**src/rtl/eth_pkg.sv**
```systemverilog
// rtl/eth_pkg.sv - shared types, constants and CRC-32 byte step for the Ethernet receive path
package eth_pkg;

    // Receive FSM states
    typedef enum logic [2:0] {
        IDLE     = 3'd0,
        PREAMBLE = 3'd1,
        HEADER   = 3'd2,
        PAYLOAD  = 3'd3,
        DROP     = 3'd4,
        WAIT_END = 3'd5
    } rx_state_t;

    localparam logic [7:0]  PREAMBLE_BYTE = 8'h55;
    localparam logic [7:0]  SFD_BYTE      = 8'hD5;
    localparam logic [47:0] BCAST_MAC     = 48'hFFFF_FFFF_FFFF;

    localparam logic [31:0] CRC_INIT    = 32'hFFFF_FFFF;
    localparam logic [31:0] CRC_POLY    = 32'hEDB8_8320;
    localparam logic [31:0] CRC_RESIDUE = 32'hDEBB_20E3;

    localparam int HDR_LEN = 14;
    localparam int FCS_LEN = 4;

    // One slot more than the FCS so the last payload byte is still held when the frame ends
    localparam int DLY_LEN = FCS_LEN + 1;

    // Reflected CRC-32 advanced by one byte, LSB first
    function automatic logic [31:0] crc32_byte(input logic [31:0] crc, input logic [7:0] dataByte);
        logic [31:0] c;
        c = crc ^ {24'h00_0000, dataByte};
        for (int i = 0; i < 8; i++) begin
            c = c[0] ? ((c >> 1) ^ CRC_POLY) : (c >> 1);
        end
        return c;
    endfunction

endpackage

```
**src/rtl/eth_crc32.sv**
```systemverilog
// rtl/eth_crc32.sv - registered byte-wide CRC-32 with init and enable
module eth_crc32
    import eth_pkg::*;
(
    input  logic        clkIn,
    input  logic        rstIn,
    input  logic        initIn,
    input  logic        enIn,
    input  logic [7:0]  dataIn,
    output logic [31:0] crcOut
);

    // Init wins over enable so a new frame can start on the same cycle an old one would update
    always_ff @(posedge clkIn) begin
        if (rstIn || initIn) begin
            crcOut <= CRC_INIT;
        end else if (enIn) begin
            crcOut <= crc32_byte(crcOut, dataIn);
        end
    end

endmodule

```
**src/rtl/eth_frame_rx.sv**
```systemverilog
// rtl/eth_frame_rx.sv - Ethernet frame receiver: preamble strip, header capture, filtering, FCS strip, status
module eth_frame_rx
    import eth_pkg::*;
#(
    parameter logic [47:0] MAC_ADDR        = 48'h02_00_00_00_00_01,
    parameter logic [15:0] ETH_TYPE_FILTER = 16'h0800,
    parameter int          MIN_FRAME_LEN   = 64,
    parameter int          MAX_FRAME_LEN   = 1518
) (
    input  logic        rxClkIn,
    input  logic        rstIn,
    input  logic [7:0]  dataIn,
    input  logic        dataValidIn,
    input  logic        dataLastIn,
    output logic [47:0] dstMacOut,
    output logic [47:0] srcMacOut,
    output logic [15:0] ethTypeOut,
    output logic        headerValidOut,
    output logic [7:0]  payloadOut,
    output logic        payloadValidOut,
    output logic        payloadLastOut,
    output logic        frameDoneOut,
    output logic        frameOkOut,
    output logic        crcErrOut,
    output logic        lenErrOut,
    output logic        droppedOut
);

    localparam logic [10:0] MIN_LEN   = 11'(MIN_FRAME_LEN);
    localparam logic [10:0] MAX_LEN   = 11'(MAX_FRAME_LEN);
    localparam logic [10:0] COUNT_MAX = 11'h7FF;
    localparam logic [10:0] HDR_LAST  = 11'(HDR_LEN - 1);
    localparam logic [2:0]  DLY_FULL  = 3'(DLY_LEN);

    rx_state_t    state;
    logic [10:0]  byteCount;
    logic [103:0] hdrShift;
    logic [111:0] hdrFull;
    logic [7:0]   dlyLine [DLY_LEN];
    logic [2:0]   dlyFill;
    logic         filterFail;
    logic [31:0]  crcValue;

    logic inFrame;
    logic sfdSeen;
    logic byteEn;
    logic hdrDone;
    logic frameEnd;
    logic macMatch;
    logic typeMatch;
    logic filterPass;

    // Bytes from the destination MAC through the FCS are the frame proper
    assign inFrame  = (state == HEADER) || (state == PAYLOAD) || (state == DROP);
    assign sfdSeen  = (state == PREAMBLE) && dataValidIn && (dataIn == SFD_BYTE);
    assign byteEn   = inFrame && dataValidIn;
    assign hdrDone  = (state == HEADER) && dataValidIn && (byteCount == HDR_LAST);
    assign frameEnd = inFrame && dataLastIn;

    // The 14th header byte is still on dataIn when the filter decides
    assign hdrFull    = {hdrShift, dataIn};
    assign macMatch   = (hdrFull[111:64] == MAC_ADDR) || (hdrFull[111:64] == BCAST_MAC);
    assign typeMatch  = (ETH_TYPE_FILTER == 16'h0000) || (hdrFull[15:0] == ETH_TYPE_FILTER);
    assign filterPass = macMatch && typeMatch;

    eth_crc32 crcUnit (
        .clkIn  (rxClkIn),
        .rstIn  (rstIn),
        .initIn (sfdSeen),
        .enIn   (byteEn),
        .dataIn (dataIn),
        .crcOut (crcValue)
    );

    // Frame-level state machine; every frame end returns to IDLE in the same cycle
    always_ff @(posedge rxClkIn) begin
        if (rstIn) begin
            state <= IDLE;
        end else begin
            case (state)
                IDLE: begin
                    if (dataValidIn && (dataIn == PREAMBLE_BYTE)) begin
                        state <= PREAMBLE;
                    end
                end
                PREAMBLE: begin
                    if (dataValidIn) begin
                        if (dataIn == SFD_BYTE) begin
                            state <= HEADER;
                        end else if (dataIn != PREAMBLE_BYTE) begin
                            state <= WAIT_END;
                        end
                    end
                end
                HEADER: begin
                    if (dataLastIn) begin
                        state <= IDLE;
                    end else if (hdrDone) begin
                        state <= filterPass ? PAYLOAD : DROP;
                    end
                end
                PAYLOAD, DROP, WAIT_END: begin
                    if (dataLastIn) begin
                        state <= IDLE;
                    end
                end
                default: state <= IDLE;
            endcase
        end
    end

    // Saturating count of frame bytes, restarted at the SFD
    always_ff @(posedge rxClkIn) begin
        if (rstIn || sfdSeen) begin
            byteCount <= 11'd0;
        end else if (byteEn && (byteCount != COUNT_MAX)) begin
            byteCount <= byteCount + 11'd1;
        end
    end

    // Header shift register; published outputs only change when a full header lands
    always_ff @(posedge rxClkIn) begin
        if (rstIn) begin
            hdrShift       <= '0;
            dstMacOut      <= '0;
            srcMacOut      <= '0;
            ethTypeOut     <= '0;
            headerValidOut <= 1'b0;
            filterFail     <= 1'b0;
        end else begin
            headerValidOut <= 1'b0;
            if (sfdSeen) begin
                filterFail <= 1'b0;
            end
            if ((state == HEADER) && dataValidIn) begin
                hdrShift <= hdrFull[103:0];
            end
            if (hdrDone) begin
                dstMacOut      <= hdrFull[111:64];
                srcMacOut      <= hdrFull[63:16];
                ethTypeOut     <= hdrFull[15:0];
                headerValidOut <= 1'b1;
                filterFail     <= ~filterPass;
            end
        end
    end

    // Five-byte delay line: a byte leaves only once four newer bytes exist, so the FCS never escapes
    always_ff @(posedge rxClkIn) begin
        if (rstIn) begin
            for (int i = 0; i < DLY_LEN; i++) begin
                dlyLine[i] <= 8'h00;
            end
            dlyFill         <= 3'd0;
            payloadOut      <= 8'h00;
            payloadValidOut <= 1'b0;
            payloadLastOut  <= 1'b0;
        end else begin
            payloadValidOut <= 1'b0;
            payloadLastOut  <= 1'b0;
            if ((state == PAYLOAD) && dataLastIn) begin
                if (dlyFill == DLY_FULL) begin
                    payloadOut      <= dlyLine[DLY_LEN-1];
                    payloadValidOut <= 1'b1;
                    payloadLastOut  <= 1'b1;
                end
                dlyFill <= 3'd0;
            end else if ((state == PAYLOAD) && dataValidIn) begin
                if (dlyFill == DLY_FULL) begin
                    payloadOut      <= dlyLine[DLY_LEN-1];
                    payloadValidOut <= 1'b1;
                end else begin
                    dlyFill <= dlyFill + 3'd1;
                end
                for (int i = DLY_LEN - 1; i > 0; i--) begin
                    dlyLine[i] <= dlyLine[i-1];
                end
                dlyLine[0] <= dataIn;
            end else if (state != PAYLOAD) begin
                dlyFill <= 3'd0;
            end
        end
    end

    // Per-frame status, computed from the CRC and count that include the final FCS byte
    always_ff @(posedge rxClkIn) begin
        if (rstIn) begin
            frameDoneOut <= 1'b0;
            frameOkOut   <= 1'b0;
            crcErrOut    <= 1'b0;
            lenErrOut    <= 1'b0;
            droppedOut   <= 1'b0;
        end else begin
            frameDoneOut <= 1'b0;
            if (frameEnd) begin
                frameDoneOut <= 1'b1;
                crcErrOut    <= (crcValue != CRC_RESIDUE);
                lenErrOut    <= (byteCount < MIN_LEN) || (byteCount > MAX_LEN);
                droppedOut   <= filterFail;
                frameOkOut   <= (crcValue == CRC_RESIDUE) && (byteCount >= MIN_LEN) &&
                                (byteCount <= MAX_LEN) && !filterFail;
            end
        end
    end

endmodule

```
**config.mk**
```make
export PLATFORM = sky130hd
export DESIGN_NAME = eth_frame_rx
export DESIGN_NICKNAME = d
export VERILOG_FILES = /design/src/rtl/eth_pkg.sv /design/src/rtl/eth_crc32.sv /design/src/rtl/eth_frame_rx.sv
export SDC_FILE = /design/constraint.sdc
export NUM_CORES = 1
export LEC_CHECK = 0
export CORE_AREA = 2 2 209 211
export CTS_CLUSTER_SIZE = 14
export DETAILED_ROUTE_END_ITERATION = 12
export DIE_AREA = 0 0 211 213
export MAX_ROUTING_LAYER = met4
export PLACE_DENSITY_LB_ADDON = 0.25
export SETUP_SLACK_MARGIN = 0.05
export SLEW_MARGIN = 0
export SYNTH_ARGS = -nofsm -noshare
export SYNTH_HDL_FRONTEND = slang
export SYNTH_SLANG_ARGS = --single-unit
```
**constraint.sdc**
```tcl
create_clock -name rxClkIn -period 3.9 [get_ports rxClkIn]
set_input_delay 1.17 -clock rxClkIn [delete_from_list [all_inputs] [get_ports rxClkIn]]
set_output_delay 1.17 -clock rxClkIn [all_outputs]
set_load 0.02 [all_outputs]
```
==> results.toml <==
[run_status]
status = "complete, no violations"

[critical_path]
r2r_slack_ns = 1.51
criticalPathCategory = "in2reg"
crit_arrival_ns = 3.30
startpoint_type = "primary input"
end_kind = "register"
crit_chain = "clkdlybuf4s50_1, nand4bb_4, or4_4, a21oi_2, mux2i_1, o22ai_1"
crit_start = "dataValidIn"
r2r_end = "frameOkOut"
cp.required_ns = 4.28
cpMaxStageDelayCell = "clkdlybuf4s50_1"
r2r_cells = 6
cp_slowest_stage_delay_ns = 0.74
r2r-start = "state[1]"
critical_path.max_fanout = 11

[place]
dp_slack_ns = 0.446
place.port_buffers = 139
gp_congestion = 0.877
hpwl_um = 22300

[floorplan]
die_x_um = 211
rows = 76
start_util = 0.297
io_pins = 140
dieHeight_um = 213
core_mm2 = 0.0427
die_area_mm2 = 0.0449

[timing]
hold_ws_ns = 0.448
period_minus_slack_ns = 2.92
setup_viol = 0
clock_skew_ns = 0.0155
hold_viol = 0
setup_tns_ns = 0
worst_pin_slew_ns = 0.917
slew_violations = 0
clock.fmax_mhz = 342
maxSlewHeadroom = 0.389
rsz0062_at_grt = "no"
worst_slack_ns = 0.976
period_share = 0.750

[logic_synthesis]
synth_nets = 1462
synthCells = 1445
synth_cell_types = 54
seq_area_frac_synth = 0.540
ys_top_cells_by_area = "dfxtp_1, nand2_1, edfxtp_1"
synth_edf_count = 40
yosysMostFrequentCell = "nand2_1"
avgSynthCellArea_um2 = 8.77
synth_seq_cells = 322
yosys.area.top_type = "dfxtp_1"
yosys.area.top_type_share = 0.446
async_flop_share = 0
yosys_warnings = 0
syn_area_mm2 = 0.0127
synth-main-ff-cell = "dfxtp_1"
synth.top_cells.by_count = "nand2_1, dfxtp_1, a21oi_1, clkbuf_1, and2_1"

[route]
wirelength_um = 33700
wl_per_cell_um = 15.8
drtPass1Iterations = 4
vias_per_cell = 4.72
drc_errors = 0
antenna_left = 0
drt_iter0_drc = 616
vias = 10000

[layout]
antenna_cells = 0
drive_above_1_share = 0.0671
areaGrowthSynthToFinish_pct = 25.0
nNetsFinal = 1572

[clock_tree]
cts_root_buf = "clkbuf_16"
h-tree-depth = 2
clk_latency_ns = 0.53
numClockSinks = 322
cts_setup_buffers = 0
hold_buffers = 0
clk_pin_slew_ns = 0.06
cts_tree = "done"
ctsResizeCount = 0
cts_max_path_buffers = 3
numCtsBuffers = 37

[grt]
grt_overflow = 0
grtUsageTotal = 0.152
grt_pass1_wl_um = 52800
first_global_vias = 9444
antenna_found_initial = 0
grt_max_degree = 91

[hold_path]
worstHoldEndpoint = "srcMacOut[20]"
min_from = "srcMacOut[20]"
hp-class = "reg2reg"
hold_path_depth = 2

[power_and_ir_drop]
power_uw = 6930
p_leak_uw = 0.00536
vdd_drop_max_v = 0.000212
p_per_area_mw_per_mm2 = 438

[job]
drv_cap = 0
==> metrics by stage <==
stage,instances,area (µm²),utilization
6_report,2125,15800,0.371
5_1_grt,2125,15800,0.371
4_1_cts,2125,15800,0.371
3_5_place_dp,2062,14700,0.344
3_3_place_gp,2062,14700,0.344
2_1_floorplan,1445,12700,-
==> how the worst max path moves through the flow <==
stage | slack [ns] | endpoint
2_1_floorplan | 0.64 | dlyLine[0][0]
3_3_place_gp | 0.47 | state[1]
3_5_place_dp | 0.45 | state[1]
4_1_cts | 1.0 | state[1]
5_1_grt | 0.87 | state[1]
6_report | 0.98 | state[1]
==> cell usage in the layout (no fill, tap or decap), types with 3 or more instances in the layout <==
master,instances
nand2_1,473
dfxtp_1,282
a21oi_1,230
clkdlybuf4s50_1,138
and2_1,43
edfxtp_1,40
clkbuf_16,38
xnor2_1,36
nor2_1,30
o211ai_1,30
xor2_1,26
nand4_1,24
buf_4,23
nor4_1,22
mux2i_1,11
clkbuf_1,11
inv_1,8
xnor2_2,8
nor3_1,7
clkbuf_8,7
and3_1,5
nand3_1,5
ha_1,5
buf_12,5
xnor2_4,4
or3_1,4
nand4b_1,4
and4_1,3
o21ai_1,3
xnor3_1,3
clkinv_2,3
==> power breakdown <==
| group | internal, µW | switching (µW) | total [µW] |
|---|---|---|---|
| registers | 3370 | 2.43 | 3370 |
| clock network | 1930 | 1370 | 3300 |
| logic | 104 | 159 | 263 |
==> state kept, by name, indices dropped and copies added, names as in the netlist <==
register         cells
state                3
crcUnit.crcOut      32
droppedOut           1
dlyLine             40
headerValidOut       1
frameDoneOut         1
payloadOut           8
payloadLastOut       1
ethTypeOut          16
hdrShift           104
payloadValidOut      1
srcMacOut           48
dlyFill              3
byteCount           11
crcErrOut            1
dstMacOut           48
frameOkOut           1
filterFail           1
lenErrOut            1
==> cells by family after synthesis <==
logic type | count (synthesis) | synth area share
compound gates | 285 | 0.123
flops | 322 | 0.540
simple gates | 639 | 0.220
xor+xnor | 78 | 0.0691
fa+ha+maj | 5 | 0.00494
mux | 12 | 0.00958
buf+inv | 104 | 0.0334
==> area by class of cell <==
class / instances / area (µm²)
Inverter: 8 / 30.0
Tap cell: 546 / 683
Timing Repair Buffer: 167 / 1670
Sequential cell: 322 / 6850
Multi-Input combinational cell: 1019 / 5450
Clock buffer: 56 / 1090
Clock inverter: 7 / 66.3
Fill cell: 4318 / 26900
==> worst max-delay path, delay by kind of cell <==
family	cells	cell delay, ns
simple gates	2	0.83
buf+inv	1	0.74
compound gates	2	0.33
mux	1	0.22
==> layer usage <==
layer | vias up | global-route usage | wire, µm
li1 | 5084 | - | -
met1 | 4718 | 0.207 | 16300
met2 | 186 | 0.231 | 15300
met3 | 48 | 0.0260 | 1380
met4 | 0 | 0.0469 | 705
met5 | - | - | 0
(Power assumes the default switching activity.)
